`src/rtl/comm_pkg.sv`:
```
// Shared definitions for the copter command link: opcodes, the ack byte,
// and the state encodings used by the frame receiver and the response transmitter.
package comm_pkg;

    localparam logic [7:0] REQ_BATT  = 8'h01;
    localparam logic [7:0] SET_PTCH  = 8'h02;
    localparam logic [7:0] SET_ROLL  = 8'h03;
    localparam logic [7:0] SET_YAW   = 8'h04;
    localparam logic [7:0] SET_THRST = 8'h05;
    localparam logic [7:0] CALIBRATE = 8'h06;
    localparam logic [7:0] EMER_LAND = 8'h07;
    localparam logic [7:0] MTRS_OFF  = 8'h08;

    localparam logic [7:0] POS_ACK   = 8'hA5;

    typedef enum logic [1:0] {
        WAIT_CMD = 2'd0,
        WAIT_HI  = 2'd1,
        WAIT_LO  = 2'd2
    } rx_state_t;

    typedef enum logic {
        TX_IDLE  = 1'b0,
        TX_SHIFT = 1'b1
    } tx_state_t;

endpackage

```
`src/rtl/cmd_frame_responder_if.sv`:
```
// Byte-level link between the UART receiver, the command processor and the
// response path. slave is the responder's view, master is the environment's.
interface cmd_frame_responder_if;

    logic [7:0]  rx_byte;
    logic        rx_rdy;
    logic        clr_rx_rdy;
    logic [7:0]  cmd;
    logic [15:0] data;
    logic        cmd_rdy;
    logic        clr_cmd_rdy;
    logic        frame_err;
    logic [7:0]  resp;
    logic        send_resp;
    logic        resp_sent;
    logic        tx_busy;
    logic        TX;

    modport slave (
        input  rx_byte, rx_rdy, clr_cmd_rdy, resp, send_resp,
        output clr_rx_rdy, cmd, data, cmd_rdy, frame_err, resp_sent, tx_busy, TX
    );

    modport master (
        output rx_byte, rx_rdy, clr_cmd_rdy, resp, send_resp,
        input  clr_rx_rdy, cmd, data, cmd_rdy, frame_err, resp_sent, tx_busy, TX
    );

endinterface

```
`src/rtl/resp_uart_tx.sv`:
```
// 8N1 serialiser for the single response byte; one request is taken only
// while idle and completion is flagged during the last cycle of the stop bit.
module resp_uart_tx
    import comm_pkg::*;
#(
    parameter int unsigned BAUD_DIV = 2604
) (
    input  logic       clk,
    input  logic       rst,
    input  logic [7:0] resp,
    input  logic       send_resp,
    output logic       TX,
    output logic       tx_busy,
    output logic       resp_sent
);

    localparam logic [11:0] BAUD_LAST = 12'(BAUD_DIV - 1);
    localparam logic [3:0]  LAST_BIT  = 4'd9;

    tx_state_t   state_q, state_d;
    logic [11:0] baud_q, baud_d;
    logic [3:0]  bit_q, bit_d;
    logic [9:0]  shift_q, shift_d;
    logic        bit_end;
    logic        frame_end;

    assign bit_end   = (baud_q == BAUD_LAST);
    assign frame_end = bit_end && (bit_q == LAST_BIT);

    // NOTE: state registers use non-blocking assignments so every flop samples
    // pre-edge values; blocking here would make results depend on block order.
    always_ff @(posedge clk) begin
        if (rst) begin
            state_q <= TX_IDLE;
        end else begin
            state_q <= state_d;
        end
    end

    // NOTE: every combinational output gets a default before the case so no
    // path leaves it unassigned, which would otherwise infer a latch.
    always_comb begin
        state_d = state_q;
        unique case (state_q)
            TX_IDLE:  if (send_resp) state_d = TX_SHIFT;
            TX_SHIFT: if (frame_end) state_d = TX_IDLE;
            default:  state_d = TX_IDLE;
        endcase
    end

    always_comb begin
        TX        = 1'b1;
        tx_busy   = 1'b0;
        resp_sent = 1'b0;
        if (state_q == TX_SHIFT) begin
            TX        = shift_q[0];
            tx_busy   = 1'b1;
            resp_sent = frame_end;
        end
    end

    // Frame is {stop, data, start}; shifting in ones keeps the line at mark.
    always_comb begin
        baud_d  = '0;
        bit_d   = '0;
        shift_d = shift_q;
        if (state_q == TX_IDLE) begin
            if (send_resp) shift_d = {1'b1, resp, 1'b0};
        end else if (bit_end) begin
            bit_d   = bit_q + 4'd1;
            shift_d = {1'b1, shift_q[9:1]};
        end else begin
            baud_d  = baud_q + 12'd1;
            bit_d   = bit_q;
        end
    end

    always_ff @(posedge clk) begin
        if (rst) begin
            baud_q  <= '0;
            bit_q   <= '0;
            shift_q <= '1;
        end else begin
            baud_q  <= baud_d;
            bit_q   <= bit_d;
            shift_q <= shift_d;
        end
    end

endmodule

```
`src/rtl/cmd_frame_responder.sv`:
```
// Copter-side command link endpoint: builds opcode/hi/lo frames from the UART
// receiver and sends one-byte responses back over the serial line.
module cmd_frame_responder
    import comm_pkg::*;
#(
    parameter int unsigned BAUD_DIV  = 2604,
    parameter logic [21:0] FRAME_TMO = 22'd2500000
) (
    input  logic                   clk,
    input  logic                   rst,
    cmd_frame_responder_if.slave   bus
);

    localparam logic [21:0] TMO_LAST = FRAME_TMO - 22'd1;

    rx_state_t   state_q, state_d;
    logic [7:0]  op_q, op_d;
    logic [7:0]  hi_q, hi_d;
    logic [7:0]  cmd_q, cmd_d;
    logic [15:0] data_q, data_d;
    logic        cmd_rdy_q, cmd_rdy_d;
    logic [21:0] tmo_q, tmo_d;
    logic        frame_err_q, frame_err_d;

    logic accept;
    logic ld_op, ld_hi, ld_frame;
    logic tmo_hit;

    assign accept  = bus.rx_rdy;
    assign tmo_hit = (state_q != WAIT_CMD) && !accept && (tmo_q == TMO_LAST);

    always_ff @(posedge clk) begin
        if (rst) begin
            state_q <= WAIT_CMD;
        end else begin
            state_q <= state_d;
        end
    end

    always_comb begin
        state_d = state_q;
        unique case (state_q)
            WAIT_CMD: if (accept) state_d = WAIT_HI;
            WAIT_HI: begin
                if (accept)       state_d = WAIT_LO;
                else if (tmo_hit) state_d = WAIT_CMD;
            end
            WAIT_LO: begin
                if (accept || tmo_hit) state_d = WAIT_CMD;
            end
            default: state_d = WAIT_CMD;
        endcase
    end

    always_comb begin
        bus.clr_rx_rdy = accept;
        ld_op          = accept && (state_q == WAIT_CMD);
        ld_hi          = accept && (state_q == WAIT_HI);
        ld_frame       = accept && (state_q == WAIT_LO);
    end

    // A completed frame overrides a same-cycle consumer clear.
    always_comb begin
        op_d        = ld_op ? bus.rx_byte : op_q;
        hi_d        = ld_hi ? bus.rx_byte : hi_q;
        cmd_d       = ld_frame ? op_q : cmd_q;
        data_d      = ld_frame ? {hi_q, bus.rx_byte} : data_q;
        frame_err_d = tmo_hit;

        cmd_rdy_d = cmd_rdy_q;
        if (bus.clr_cmd_rdy || ld_op) cmd_rdy_d = 1'b0;
        if (ld_frame)                 cmd_rdy_d = 1'b1;

        if (accept || state_q == WAIT_CMD || tmo_hit) tmo_d = '0;
        else                                          tmo_d = tmo_q + 22'd1;
    end

    always_ff @(posedge clk) begin
        if (rst) begin
            op_q        <= '0;
            hi_q        <= '0;
            cmd_q       <= '0;
            data_q      <= '0;
            cmd_rdy_q   <= 1'b0;
            tmo_q       <= '0;
            frame_err_q <= 1'b0;
        end else begin
            op_q        <= op_d;
            hi_q        <= hi_d;
            cmd_q       <= cmd_d;
            data_q      <= data_d;
            cmd_rdy_q   <= cmd_rdy_d;
            tmo_q       <= tmo_d;
            frame_err_q <= frame_err_d;
        end
    end

    assign bus.cmd       = cmd_q;
    assign bus.data      = data_q;
    assign bus.cmd_rdy   = cmd_rdy_q;
    assign bus.frame_err = frame_err_q;

    resp_uart_tx #(
        .BAUD_DIV (BAUD_DIV)
    ) u_tx (
        .clk       (clk),
        .rst       (rst),
        .resp      (bus.resp),
        .send_resp (bus.send_resp),
        .TX        (bus.TX),
        .tx_busy   (bus.tx_busy),
        .resp_sent (bus.resp_sent)
    );

endmodule

```
`src/flat_wrapper.sv`:
```
// flat-port wrapper written by rule: the top's interface ports become plain ports
module cmd_frame_responder_flat import comm_pkg::*;
#(
    parameter int unsigned BAUD_DIV  = 2604,
    parameter logic [21:0] FRAME_TMO = 22'd2500000
)
  (clk, rst, bus_rx_byte, bus_rx_rdy, bus_clr_cmd_rdy, bus_resp, bus_send_resp, bus_clr_rx_rdy, bus_cmd, bus_data, bus_cmd_rdy, bus_frame_err, bus_resp_sent, bus_tx_busy, bus_TX);
  cmd_frame_responder_if bus_i ();
  input  logic clk;
  input  logic rst;
  input wire logic [$bits(bus_i.rx_byte)-1:0] bus_rx_byte;
  input wire logic [$bits(bus_i.rx_rdy)-1:0] bus_rx_rdy;
  input wire logic [$bits(bus_i.clr_cmd_rdy)-1:0] bus_clr_cmd_rdy;
  input wire logic [$bits(bus_i.resp)-1:0] bus_resp;
  input wire logic [$bits(bus_i.send_resp)-1:0] bus_send_resp;
  output wire logic [$bits(bus_i.clr_rx_rdy)-1:0] bus_clr_rx_rdy;
  output wire logic [$bits(bus_i.cmd)-1:0] bus_cmd;
  output wire logic [$bits(bus_i.data)-1:0] bus_data;
  output wire logic [$bits(bus_i.cmd_rdy)-1:0] bus_cmd_rdy;
  output wire logic [$bits(bus_i.frame_err)-1:0] bus_frame_err;
  output wire logic [$bits(bus_i.resp_sent)-1:0] bus_resp_sent;
  output wire logic [$bits(bus_i.tx_busy)-1:0] bus_tx_busy;
  output wire logic [$bits(bus_i.TX)-1:0] bus_TX;
  assign bus_i.rx_byte = bus_rx_byte;
  assign bus_i.rx_rdy = bus_rx_rdy;
  assign bus_i.clr_cmd_rdy = bus_clr_cmd_rdy;
  assign bus_i.resp = bus_resp;
  assign bus_i.send_resp = bus_send_resp;
  assign bus_clr_rx_rdy = bus_i.clr_rx_rdy;
  assign bus_cmd = bus_i.cmd;
  assign bus_data = bus_i.data;
  assign bus_cmd_rdy = bus_i.cmd_rdy;
  assign bus_frame_err = bus_i.frame_err;
  assign bus_resp_sent = bus_i.resp_sent;
  assign bus_tx_busy = bus_i.tx_busy;
  assign bus_TX = bus_i.TX;
  cmd_frame_responder #(.BAUD_DIV(BAUD_DIV), .FRAME_TMO(FRAME_TMO)) u_core (.clk(clk), .rst(rst), .bus(bus_i));
endmodule
```
`config.mk`:
```
export PLATFORM = sky130hd
export DESIGN_NAME = cmd_frame_responder_flat
export DESIGN_NICKNAME = d
export VERILOG_FILES = /design/src/rtl/comm_pkg.sv /design/src/rtl/cmd_frame_responder_if.sv /design/src/rtl/resp_uart_tx.sv /design/src/rtl/cmd_frame_responder.sv /design/src/flat_wrapper.sv
export SDC_FILE = /design/constraint.sdc
export NUM_CORES = 1
export LEC_CHECK = 0
export CORE_MARGIN = 10
export CORE_UTILIZATION = 30
export DETAILED_ROUTE_END_ITERATION = 8
export GPL_ROUTABILITY_DRIVEN = 0
export PLACE_DENSITY_LB_ADDON = 0.25
export SLEW_MARGIN = 20
export SYNTH_ARGS = -nofsm -noshare
export SYNTH_HDL_FRONTEND = slang
export SYNTH_HIERARCHICAL = 1
export SYNTH_SLANG_ARGS = --single-unit
```
`constraint.sdc`:
```
create_clock -name clk -period 1.9 [get_ports clk]
set_clock_uncertainty 0.2 [all_clocks]
set_input_delay 0.38 -clock clk [delete_from_list [all_inputs] [get_ports clk]]
set_output_delay 0.38 -clock clk [all_outputs]
set_load 0.02 [all_outputs]
```
Word-level counts from Yosys, hierarchy flattened
Cells that the tools add are included.

Register bits after elaboration: 93. Bits in latches: 0. RAM bits: 0. ROM bits: 0. Input bits: 21. Output and inout bits: 30. Memories kept: 0.

$add $sub $neg: 3. Multipliers: 0. Div/mod/pow operators: 0. Magnitude comparators: 0. Eq/ne operators: 9. Shift-type cells: 0. Muxes and demuxes: 16. Bitwise logic cells: 1. Reduce and logical (&&, ||, !) cells: 20.

Operator list (count): $mux W10 (3); $add A22 B1 Y22 const B (1); $eq A22 B22 Y1 const B (1); $add A12 B1 Y12 const B (1); $eq A12 B12 Y1 const B (1); $mux W2 (4); $mux W1 (7); $logic_and A1 B1 Y1 (6); $pmux W2 S3 (1); $reduce_bool A2 Y1 (3); $add A4 B1 Y4 const B (1); $eq A4 B4 Y1 const B (1); $logic_or A1 B1 Y1 (4); $ne A2 B1 Y1 const B (2); $reduce_or A2 Y1 (2); $ne A3 B2 Y1 const B (1); $reduce_and A3 Y1 (1); $reduce_or A3 Y1 (1); $eq A2 B1 Y1 const B (1); $eq A2 B2 Y1 const B (1); $logic_not A2 Y1 (1); $ne A2 B2 Y1 const B (1); $pmux W1 S2 (1); $reduce_and A2 Y1 (1); 2 further kinds (2).

Longest topological paths before layout
Gate-level depths: netlist of the first run.

Word-level depth: 6. Depth in mapped cells: 6.

Modules after synthesis
The synthesis of the first run kept the hierarchy.

By module, submodules not included: cmd_frame_responder (instances 1, cells each 294, area an instance 2591.2 µm², seq. area each 1321.3 µm²); resp_uart_tx (instances 1, cells each 132, area an instance 1227.4 µm², seq. area each 520.5 µm²).

Worst setup path after synthesis of the first run
No wires, ideal clock.

Path type: reg-to-output. Start point: register u_core.u_tx.state_q. End point: output bus_resp_sent. Arrival time: 1.614 ns. Data required time: 1.320 ns. Slack: -0.294 ns. Cell stages (with the launch flop): 5. Buffers on the path: 2. Cells stage by stage: dfxtp_1 -> buf_2 -> buf_1 -> nand4_1 -> nor3_1.

Longest elaborated chain between the ends: 1.

Ends and longest elaborated chain: start, declared (line resp_uart_tx.sv:20) `tx_state_t state_q, state_d;`; start signal, assigned (line resp_uart_tx.sv:36) `state_q <= state_d;`; $mux W1 (line resp_uart_tx.sv:55) `if (state_q == TX_SHIFT) begin`; end, declared (line flat_wrapper.sv:21) `output wire logic [$bits(bus_i.resp_sent)-1:0] bus_resp_sent;`.

No other way between the ends.

Final worst setup path of the first run
Start point: register u_core.u_tx.baud_q[0]. End point: output bus_resp_sent.

Longest elaborated chain between the ends: 3.

Ends and longest elaborated chain: start, declared (line resp_uart_tx.sv:21) `logic [11:0] baud_q, baud_d;`; start signal, assigned (line resp_uart_tx.sv:84) `baud_q <= baud_d;`; $eq A12 B12 Y1 (line resp_uart_tx.sv:27) `assign bit_end = (baud_q == BAUD_LAST);`; $logic_and A1 B1 Y1 (line resp_uart_tx.sv:28) `assign frame_end = bit_end && (bit_q == LAST_BIT);`; $mux W1 (line resp_uart_tx.sv:55).

No other way between the ends.

==> results.toml, run 1 <==
[route]
route.final.wire_length_um = 9480
wl_per_cell_um = 13.5
route.detailed.drc = 0
vias_per_cell = 4.64
drt_pass1_iterations = 6
via_count = 3254
antenna_violating_nets_post_route = 0
drt_iter0_drc = 162

[pwr]
peak_supply_drop_mv = 0.436
pwr_density_cell_mw_per_mm2 = 779
p_leak_uw = 0.00224

[clocking]
max-clock-path-buffers = 2
insertion_delay_ps = 340
tritoncts = "yes"
ctsHtreeMaxLevel = 3
cts.root.buffer_cell = "sky130_fd_sc_hd__clkbuf_16"
clock-sinks = 92
path_clk_slew_ps = 70
cts_made_buffers = 9
ctsHoldBuffers = 0

[floorplan]
fp-row-count = 41
core-area_mm2 = 0.0126
ioPinCount = 51
die_w_um = 133
fp.dieH_um = 133
start_util = 0.304
die_footprint_mm2 = 0.0176

[synth]
synth_nets = 451
yosys_warnings = 6
post_synth.cell_area_avg_um2 = 8.96
synth.top_cells.by_count = "sky130_fd_sc_hd__dfxtp_1 (92), sky130_fd_sc_hd__nor2_1 (62), sky130_fd_sc_hd__nand2_1 (60)"
synth.largest_area_cell = "sky130_fd_sc_hd__dfxtp_1"
synth_edf_count = 0
ys_async_sr_fraction = 0
yosysSeqAreaShare = 0.482
synth_cell_area_mm2 = 0.00382
post-synth-top-area-fraction = 0.482
yosys.cell_count.top_type = "sky130_fd_sc_hd__dfxtp_1"
synth.distinct_cells = 53
top_cells_by_area_synth = "sky130_fd_sc_hd__dfxtp_1 (48%), sky130_fd_sc_hd__nor2_1 (6.1%), sky130_fd_sc_hd__mux2i_1 (6.0%)"
synth_cells = 426
synth_flop_cell = "sky130_fd_sc_hd__dfxtp_1"
yosys_register_bits = 92

[layout]
post_layout_nonfiller_instances = 701
antenna_cells = 0
post_route_cells_drive_above_1_share = 0.231
final_nets = 549
area_growth_pct = 41.7
filler_cell_count = 1255

[worst_setup_path]
timing.critical_path.buf_inv = 1
cp_slowest_stage_delay_ps = 350
worst_ep_required_time_ps = 1320
critical_path.cell_chain = "ha_4 -> and4b_4 -> nand4_1 -> nor3_4 -> buf_6"
critical_path_class = "flip-flop to primary output"
cp_startpoint_kind = "flip-flop"
critPathCaptureType = "primary output"
critPathArrivalTime_ps = 1540
slowest_stage = "sky130_fd_sc_hd__dfxtp_2"
worst_path_dominant_cell_family = "simple AND/OR/NAND/NOR gates"
worst-path-max-fanout = 2

[placed_design]
detailed_place_hpwl_um = 6450
io_buf_count = 50
placed_cells = 678
placement.setup.worst_slack_ps = -387

[min_path]
hold_class = "input port to flip-flop"

[run_status]
violations_in_the_final_reports = "setup timing"
run_status = "complete, but fails checks"

[global_routing]
grt_first_pass_wirelength_um = 15300
gr-usage-all-layers = 0.105
grt-ovfl-total = 0
antenna_found_initial = 0
grt_max_degree = 44
first_global_vias = 3165

[timing]
setup-violations-final = 1
achievable-frequency_mhz = 471
slew_violations = 0
fin_tns_setup_ps = -222
worstMarginPinSlew_ps = 428
slew-limit-headroom = 0.715
period_share = 1.12
worst_slack_ps = -222
rsz0062_at_grt = "yes"
timing.final.crit_period_ps = 2120
hold_ws_ps = 189
final-hold-violation-count = 0

[run]
cap_viol_max_count = 0
[logic make-up (layout without fill, tap and decap cells)]
logic type	Yosys count	count (layout)	share of synthesized area
simple gates	197	197	0.264
fa+ha+maj	4	4	0.0131
compound gates	52	52	0.0836
xor+xnor	26	26	0.0596
mux	23	23	0.0603
buf+inv	32	135	0.0370
flops	92	92	0.482
[final cells by class]
class	instances	area (um^2)	share of cell area
multi-input cells	302	1950	0.360
flip-flops and latches	92	1860	0.344
repair buffers	108	1030	0.190
clock buffers	9	225	0.0416
well taps	172	215	0.0398
clock inverters	7	97.6	0.0180
inverters	11	41.3	0.00763
[per-layer routing]
| layer | track usage | up-vias | routed length (um) |
|---|---|---|---|
| met5 | 0 | - | 0 |
| met3 | 0.0333 | 8 | 436 |
| met2 | 0.165 | 56 | 4440 |
| met1 | 0.126 | 1529 | 4450 |
| met4 | 0.0489 | 0 | 153 |
| li1 | - | 1661 | - |
[sequential cells by signal, indices dropped and copies added (netlist names)]
name                  cells
u_core/bus.cmd_rdy        1
u_core/u_tx/state_q       1
u_core/u_tx/shift_q       9
u_core/bus.data          16
u_core/u_tx/bit_q         4
u_core/bus.cmd            8
u_core/op_q               8
u_core/tmo_q             22
u_core/bus.frame_err      1
u_core/hi_q               8
u_core/state_q            2
u_core/u_tx/baud_q       12
[power by group]
part,internal [uW],switching (uW)
logic,145,139
clock network,1070,860
registers,1970,27.0
total,3190,1030
[final timing paths]
check | startpoint | end | slack (ps) | cells after the start
setup reg to reg | u_core/tmo_q[11] | u_core/tmo_q[18] | 30 | 6
setup / recovery | u_core/u_tx/baud_q[0] | bus_resp_sent | -220 | 5
hold reg to reg | u_core/op_q[0] | u_core/bus.cmd[0] | 250 | 2
hold / removal | rst | u_core/u_tx/shift_q[0] | 190 | 3
[worst min-delay path, cell delays in order]
cell	delay, ps
sky130_fd_sc_hd__buf_2	150
sky130_fd_sc_hd__inv_1	90
sky130_fd_sc_hd__o221ai_1	70
[cell usage in the layout (no fill, tap or decap), types with 5 or more instances in the layout]
cell type	instances
sky130_fd_sc_hd__dfxtp_1	80
sky130_fd_sc_hd__nor2_1	62
sky130_fd_sc_hd__nand2_1	60
sky130_fd_sc_hd__buf_4	50
sky130_fd_sc_hd__a21oi_1	28
sky130_fd_sc_hd__mux2i_1	23
sky130_fd_sc_hd__clkdlybuf4s50_1	21
sky130_fd_sc_hd__dlygate4sd2_1	17
sky130_fd_sc_hd__xnor2_1	14
sky130_fd_sc_hd__nand3_1	12
sky130_fd_sc_hd__xor2_1	12
sky130_fd_sc_hd__clkbuf_16	11
sky130_fd_sc_hd__inv_1	11
sky130_fd_sc_hd__dfxtp_2	11
sky130_fd_sc_hd__dlymetal6s2s_1	10
sky130_fd_sc_hd__nand4_1	8
sky130_fd_sc_hd__a211oi_1	8
sky130_fd_sc_hd__nor2b_1	7
sky130_fd_sc_hd__nor4_1	6
sky130_fd_sc_hd__nor3_1	5
[per-stage QoR]
stage          power [uW]  cell area, um^2  utilization
6_report             4210             5410        0.430
5_1_grt              4380             5410        0.430
4_1_cts              4260             5240        0.417
3_5_place_dp         2320             4910        0.391
3_3_place_gp         2310             4910        0.391
2_1_floorplan        2190             3860            -
[what timing repair did]
action                                  CTS  global route
hold endpoints to repair                  0             0
pin swaps                                 2             2
cloned                                    0             2
gates resized for setup                  28            27
buffers inserted                          0             5
endpoints found under the setup margin   25            37
(Power assumes the default switching activity.)
==> run 2: changes to the inputs <==
Settings changed: CELL_PAD_IN_SITES_DETAIL_PLACEMENT from default to 0, CELL_PAD_IN_SITES_GLOBAL_PLACEMENT from default to 1, CTS_CLUSTER_SIZE from default to 8, SLEW_MARGIN 20 to 40.
==> run 2 against run 1 <==
  * The run still ends with setup timing left
  * Largest cell class unchanged
  * Wire length shrank 0.91%
  * First-iteration DRC count down 10%
  * Combinational power hardly changed
  * Flip-flop and latch count unchanged
  * Sequential power barely moved
  * Sequential share of layout area is 0.31 points lower
==> results.toml, run 2 (synthesis results as in run 1) <==
[clocking]
clock-sinks = 92
ctsHtreeMaxLevel = 3
max-clock-path-buffers = 2
path_clk_slew_ps = 70
cts.root.buffer_cell = "sky130_fd_sc_hd__clkbuf_16"
tritoncts = "yes"
cts_made_buffers = 9
insertion_delay_ps = 340

[worst_setup_path]
cp_slowest_stage_delay_ps = 350
worst_path_dominant_cell_family = "simple AND/OR/NAND/NOR gates"
timing.critical_path.buf_inv = 1
worstReg2RegStart = "u_core/tmo_q[7]"
critical_path.cell_chain = "ha_4 -> and4b_4 -> nand4_1 -> nor3_4 -> buf_6"
ff2ff_setup_slack_ps = 70
reg2reg_to = "u_core/tmo_q[21]"
cp_startpoint_kind = "flip-flop"
critical_path_class = "flip-flop to primary output"
worst_ep_required_time_ps = 1320
slowest_stage = "sky130_fd_sc_hd__dfxtp_2"
worst-path-max-fanout = 2
critPathArrivalTime_ps = 1560
r2r.worst_path.cells = 4
critPathCaptureType = "primary output"

[layout]
post_route_cells_drive_above_1_share = 0.247
mostFrequentLayoutCell = "sky130_fd_sc_hd__dfxtp_1"
area_growth_pct = 42.8
stdcell_area_mm2 = 0.00545
commonest_cells_after_routing_fill_and_taps_aside = "sky130_fd_sc_hd__dfxtp_1 (80), sky130_fd_sc_hd__nor2_1 (62), sky130_fd_sc_hd__nand2_1 (60)"
regMostFlops = "u_core/tmo_q"
filler_cell_count = 1242
multi_input_area_mm2 = 0.00199
final_nets = 555
antenna_cells = 0
largest_register_ff_count = 22
layout.area.seq_mm2 = 0.00186

[pwr]
comb_power_share = 0.068
pwr_density_cell_mw_per_mm2 = 764
p_clk_frac = 0.452
net_switching_component_of_the_power_uw = 939
power_uw = 4170
switching_share = 0.225
p_leak_uw = 0.00221
share_seq_of_total_power = 0.480
peak_supply_drop_mv = 0.467
internal-power_uw = 3230

[run_status]
run_status = "complete, but fails checks"
violations_in_the_final_reports = "setup timing"

[route]
route.detailed.drc = 0
drt_pass1_iterations = 4
drt_iter0_drc = 145
antenna_violating_nets_post_route = 0
route.final.wire_length_um = 9390
via_count = 3247
wl_per_cell_um = 13.3
vias_per_cell = 4.59

[floorplan]
fp.dieH_um = 133
start_util = 0.304
die_footprint_mm2 = 0.0176
die_w_um = 133
fp-row-count = 41
ioPinCount = 51
core-area_mm2 = 0.0126

[timing]
slew-limit-headroom = 0.696
achievable-frequency_mhz = 468
rsz0062_at_grt = "yes"
worst_slack_ps = -238
worstMarginPinSlew_ps = 456
final-hold-violation-count = 0
hold_ws_ps = 204
setup-violations-final = 1
timing.final.crit_period_ps = 2140
slew_violations = 0
period_share = 1.13

[min_path]
hold_class = "input port to flip-flop"
hold_path_depth = 3
hold_worst_path_end = "u_core/state_q[0]"
hold_path_startpoint = "rst"

[global_routing]
first_global_vias = 3146
grt-ovfl-total = 0
grt_max_degree = 44
grt_first_pass_wirelength_um = 15300
gr-usage-all-layers = 0.105
antenna_found_initial = 0

[run]
cap_viol_max_count = 0

[placed_design]
placement.cell_area_mm2 = 0.00498
io_buf_count = 50
detailed_place_hpwl_um = 6530
## run 2: tightest hold or removal path, delay by kind of cell
family | cells | cell delay, ps
buffers and inverters | 1 | 130
and+or+nand+nor | 1 | 130
AOI/OAI and AO/OA | 1 | 50
## run 2: repair_timing
action                                  in CTS  in global routing
gates resized for setup                     33                 28
hold endpoints to repair                     0                  0
pin swaps                                    8                 12
setup buffers                                5                  1
endpoints found under the setup margin      39                 30
cloned                                       1                  1
hold buffers                                 0                  0
## run 2: final cells by class
cell class | count | share of cell area
sequential | 92 | 0.341
timing repair buffer | 113 | 0.189
inverter | 11 | 0.00757
clock buffer | 11 | 0.0464
multi-input combinational | 303 | 0.364
clock inverter | 5 | 0.0124
tap | 172 | 0.0395
## run 2: how the worst max path moves through the flow
stage | start | end | slack (ps) | cells after the start
2_1_floorplan | u_core/tmo_q[0] | u_core/tmo_q[18] | 0.5 | 5
3_3_place_gp | u_core/u_tx/baud_q[0] | bus_resp_sent | -390 | 5
4_1_cts | u_core/u_tx/baud_q[0] | bus_resp_sent | -260 | 5
5_1_grt | u_core/u_tx/baud_q[1] | bus_resp_sent | -320 | 5
3_5_place_dp | u_core/u_tx/baud_q[0] | bus_resp_sent | -420 | 5
6_report | u_core/u_tx/baud_q[1] | bus_resp_sent | -240 | 5
## run 2: through the flow
stage | std cells | setup TNS (ps) | util | worst slack, ps
detailed placement | 689 | -12570 | 0.397 | -416
floorplan | 426 | 0 | - | 0.471
global placement | 689 | -10480 | 0.397 | -393
global route | 707 | -319 | 0.434 | -315
CTS | 711 | -296 | 0.428 | -260
finish | 707 | -238 | 0.434 | -238
## run 2: routing by layer
layer | vias to the layer above | global-route usage | wire (um)
met1 | 1512 | 0.130 | 4480
met4 | 0 | 0.0538 | 170
li1 | 1669 | - | -
met2 | 54 | 0.162 | 4360
met5 | - | 0 | 0
met3 | 12 | 0.0291 | 383
## run 2: power groups by stage
stage / Clock, uW / Combinational [uW] / Sequential, uW
floorplan: 0 / 148 / 2040
detailed placement: 0 / 275 / 2040
CTS: 1960 / 277 / 2000
finish: 1880 / 282 / 2000
global placement: 0 / 275 / 2040
global route: 2010 / 310 / 2000
